[src/rtl/nibble_serial_adder.sv]
// Multi-cycle WIDTH-bit adder: one shared 4-bit full adder processes one
// nibble per clock, least-significant first, with the carry registered between nibbles.

module FA_4bits (
  input  logic [3:0] a,
  input  logic [3:0] b,
  input  logic       cin,
  output logic [3:0] sum,
  output logic       carry
);

  assign {carry, sum} = {1'b0, a} + {1'b0, b} + {4'b0000, cin};

endmodule

module nibble_serial_adder #(
  parameter int WIDTH = 16
) (
  input  logic             clk,
  input  logic             rst,
  input  logic             in_valid,
  output logic             in_ready,
  input  logic [WIDTH-1:0] in_a,
  input  logic [WIDTH-1:0] in_b,
  input  logic             in_cin,
  output logic             out_valid,
  input  logic             out_ready,
  output logic [WIDTH-1:0] out_sum,
  output logic             out_carry,
  output logic             busy
);

  localparam int N     = WIDTH / 4;
  localparam int IDX_W = (N > 1) ? $clog2(N) : 1;

  typedef enum logic [1:0] {IDLE, ADD, DONE} state_t;

  state_t             state, state_next;
  logic [WIDTH-1:0]   a_q, b_q, sum_q;
  logic               carry_q, carry_out_q;
  logic [IDX_W-1:0]   idx;
  logic [3:0]         fa_a, fa_b, fa_sum;
  logic               fa_carry;
  logic               last_nibble;
  logic               accept;

  assign in_ready    = (state == IDLE) && !rst;
  assign out_valid   = (state == DONE);
  assign busy        = (state != IDLE);
  assign accept      = in_valid && in_ready;
  assign last_nibble = (idx == IDX_W'(N - 1));
  assign out_sum     = sum_q;
  assign out_carry   = carry_out_q;

  // NOTE: every always_comb output gets a default first, so no path leaves it unassigned and no latch is inferred.
  always_comb begin
    fa_a = '0;
    fa_b = '0;
    for (int i = 0; i < N; i++) begin
      if (idx == IDX_W'(i)) begin
        fa_a = a_q[4*i +: 4];
        fa_b = b_q[4*i +: 4];
      end
    end
  end

  FA_4bits u_fa (
    .a     (fa_a),
    .b     (fa_b),
    .cin   (carry_q),
    .sum   (fa_sum),
    .carry (fa_carry)
  );

  always_comb begin
    state_next = state;
    case (state)
      IDLE:    if (accept)      state_next = ADD;
      ADD:     if (last_nibble) state_next = DONE;
      DONE:    if (out_ready)   state_next = IDLE;
      default:                  state_next = IDLE;
    endcase
  end

  // NOTE: sequential state uses non-blocking assignments so every register samples pre-edge values.
  always_ff @(posedge clk) begin
    if (rst) state <= IDLE;
    else     state <= state_next;
  end

  // NOTE: operand storage carries no reset; it is always loaded at accept before ADD reads it.
  always_ff @(posedge clk) begin
    if (accept) begin
      a_q <= in_a;
      b_q <= in_b;
    end
  end

  always_ff @(posedge clk) begin
    if (rst) begin
      sum_q       <= '0;
      carry_out_q <= 1'b0;
      carry_q     <= 1'b0;
      idx         <= '0;
    end else if (accept) begin
      carry_q <= in_cin;
      idx     <= '0;
    end else if (state == ADD) begin
      for (int i = 0; i < N; i++) begin
        if (idx == IDX_W'(i)) sum_q[4*i +: 4] <= fa_sum;
      end
      carry_q <= fa_carry;
      idx     <= idx + IDX_W'(1);
      if (last_nibble) carry_out_q <= fa_carry;
    end
  end

endmodule

[config.mk]
export PLATFORM = sky130hd
export DESIGN_NAME = nibble_serial_adder
export DESIGN_NICKNAME = d
export VERILOG_FILES = /design/src/rtl/nibble_serial_adder.sv
export SDC_FILE = /design/constraint.sdc
export NUM_CORES = 1
export LEC_CHECK = 0
export ABC_AREA = 1
export BUFFER_PORTS_ARGS = -buffer_cell sky130_fd_sc_hd__buf_2
export CAP_MARGIN = 25
export CORE_MARGIN = 5
export CORE_UTILIZATION = 50
export DETAILED_ROUTE_END_ITERATION = 10
export PLACE_DENSITY_LB_ADDON = 0.2
export REMOVE_ABC_BUFFERS = 1
export SETUP_SLACK_MARGIN = 0.2
export SYNTH_ARGS = -nofsm -noshare
export SYNTH_HDL_FRONTEND = slang
export SYNTH_SLANG_ARGS = --single-unit
[constraint.sdc]
create_clock -name clk -period 5.2 [get_ports clk]
set_input_delay 0.52 -clock clk [delete_from_list [all_inputs] [get_ports clk]]
set_output_delay 0.52 -clock clk [all_outputs]
set_load 0.005 [all_outputs]
==> impl_results.md <==
* Max-cap check violation count at 0
* First-pass GRT wire length at 7.403 mm
* Post-synthesis sequential area ratio at 60.61%
* Status: finished, final reports clean
* Pwr dens at 321.0 nW/µm²
* Period minus WS final at 2.814 ns
* Relative slew slack at 56.72%
* Leakage at 1.243 nW
* CP max stage cell: fa_1
* Post-Syn Instances at 217
* Most frequent CP cell: o21ai_0
* Hold buffer count at cts at 0
* Mean Syn Cell Area at 10.66 µm²
* Clk_lat worst skew at 0.31 ns
* HPWL Detailed at 3.283 mm
* Vias in the first global route at 1605
* Adder-Cell Fraction of Synth Area at 5.519%
* Commonest non-fill, non-tap cell in the layout: buf_2
* Final slew viol count at 0
* I/O pin count at 57
* Psw at 0.2143 mW
* Setup TNS at 0 ns
* Core Rows at 24
* Worst Path Arrival at 3.05 ns
* Delay-heaviest family, CP: adder cells
* Detailed Routing Iterations Pass 1 at 6
* R2r setup slk at 2.39 ns
* Compound-cell area share of the yosys netlist at 13.04%
* DR WL/cell at 13.10 µm
* Final setup margin at 2.386 ns
* Routed WL at 4.309 mm
* Initial antenna violation count at 0
* Post-Synth Simple-Gate Area at 13.58%
* Hold Crit Class: input pin to flop
* Synthesized area at 2312 µm²
* Clk pin slew, worst setup/hold paths at 0.09 ns
* Fmax at 355.4 MHz
* Final Setup Violations at 0
* Unrepaired setup endpoints after global routing: false
* Initial core utilization at 52.38%
* Sequential cell fraction of total power at 54.5%
* Die Y at 78.01 µm
* Most frequent cells in the layout: buf_2, edfxtp_1, nand2_1, a21oi_1, inv_1
* Die area at 6085 µm²
* Pre-CTS setup slack at 2.409 ns
* CTS root buf: clkbuf_8
* Via/cell ratio at 4.960
* Kind of critical path: flop to flop
* Combinational share of power at 14.1%
* Largest family of logic cells by synthesized area: simple AND/OR/NAND/NOR gates
* Nets@finish at 322
* Worst-path fanout max at 9
* Clock power share at 31.4%
* CTS tree: done
* Clock Sinks at 54
* CTS Buf Count at 5
* Total grt overflow at 0
* Via Count at 1632
* Yosys reg bits at 54
* Die width at 78.01 µm
* Layout cells sized above 1 at 27.80%
* Worst vdd ir at 217.2 µV
* Cell Chain, Critical Path: inv_1 -> ha_1 -> inv_4 -> o21ai_0 -> o21ai_0 -> o21ai_0 -> fa_1 -> fa_1 -> xnor2_1 -> nand2_1 -> a21oi_1
* DR DRC count at 0
* Crit. End Element: flop
* XOR/XNOR Fraction of Synth Area at 0.7576%
* Final ANT Viol Nets at 0
* Diodes inserted at 0
* Post-synth cell types at 29
* CTS max path bufs at 2
* Worst Path Buf+Inv at 2
* Initial DRC count at 97
* GPL Wtd Cong at 0.8576
* Area grow syn2layout at 18.24%
* Pin count of the biggest net entering global routing at 34
* Post-CTS Setup Inserts at 0
* Final Hold Fails at 0
* Part of the cycle the worst path needs at 54.12%
* Core area at 4414 µm²
* Post-synthesis mux area share at 0%
* Number of H-tree levels at 2
* Int Power at 0.6632 mW
* Startpoint type of the worst setup path: flop
* IO Port Bufs at 56
* Measured slew at the worst slew-check pin at 0.6483 ns
* Worst EP required at 5.44 ns
* Worst Skew at 0.005488 ns
* Max incr delay on CP at 0.46 ns
* Synthesis Warnings at 0
* Switching Share at 24.42%
* GRT Total Usage at 15.52%
* Post-CTS Resized at 0
area by class of cell:
| class | count | area, µm² |
|---|---|---|
| repair buffers | 56 | 280.3 |
| inverters | 28 | 112.6 |
| well taps | 52 | 65.06 |
| flip-flops and latches | 54 | 1401 |
| multi-input cells | 131 | 760.7 |
| fillers | 390 | 1680 |
| clock inverters | 3 | 45.04 |
| clock buffers | 5 | 68.82 |
kinds of logic (layout without fill, tap and decap cells):
family                   count (synthesis)  in the layout
flip-flops                              54             54
XOR/XNOR                                 2              2
buffers and inverters                   32             92
AND/OR/NAND/NOR                         64             64
AO/OA/AOI/OAI                           56             56
adder cells (fa/ha/maj)                  9              9
power by group through the flow:
stage	logic, mW	registers, mW	clock network (mW)
global route	0.143	0.480	0.302
detailed placement	0.125	0.488	0
global placement	0.119	0.489	0
finish	0.124	0.478	0.276
CTS	0.125	0.479	0.284
floorplan	0.0829	0.487	0
final timing paths:
check / startpoint / to / cells past startpoint
setup / recovery: idx[0] / out_sum[6] / 11
hold / removal: in_a[14] / a_q[14] / 1
setup reg to reg: idx[0] / out_sum[6] / 11
hold reg to reg: out_sum[10] / out_sum[10] / 2
state kept, by name, indices dropped and copies added, names as in the netlist:
signal     count
state          2
carry_q        1
out_carry      1
out_sum       16
a_q           16
b_q           16
idx            2
stage by stage:
| stage | cell area, µm² | std cells | power [mW] | hold slack, ns | utilization, % |
|---|---|---|---|---|---|
| final | 2734 | 329 | 0.8774 | 0.3812 | 61.93 |
| after global routing | 2734 | 329 | 0.9248 | 0.3561 | 61.93 |
| after CTS | 2734 | 329 | 0.8879 | 0.3677 | 61.93 |
| after detailed placement | 2620 | 321 | 0.6131 | 0.4675 | 59.35 |
| after global placement | 2620 | 321 | 0.6081 | 0.4568 | 59.35 |
| after floorplan | 2275 | 213 | 0.5698 | 0.4492 | - |
synth_stat cells, drive strengths merged:
library cell | number | share of area [%]
o21ai | 22 | 4.9
inv | 28 | 4.9
nand3 | 8 | 1.9
xnor2 | 1 | 0.38
nand3b | 1 | 0.32
fa | 2 | 1.7
a21oi | 27 | 5.8
a22oi | 3 | 0.97
nor3 | 1 | 0.22
dfxtp | 22 | 19
nor2 | 24 | 5.9
o21a | 4 | 1.3
clkbuf | 1 | 0.60
xor2 | 1 | 0.38
edfxtp | 32 | 42
nand2 | 30 | 5.2
buf | 3 | 1.0
ha | 7 | 3.8
per-layer routing:
layer  vias to the layer above  track usage, %  routed length [µm]
met5                         -               0                   0
li1                        846               -                   -
met1                       725           20.48                1934
met2                        57           23.79                1974
met4                         0           5.574                  45
met3                         4           5.324                 356
(Power assumes the default switching activity.)
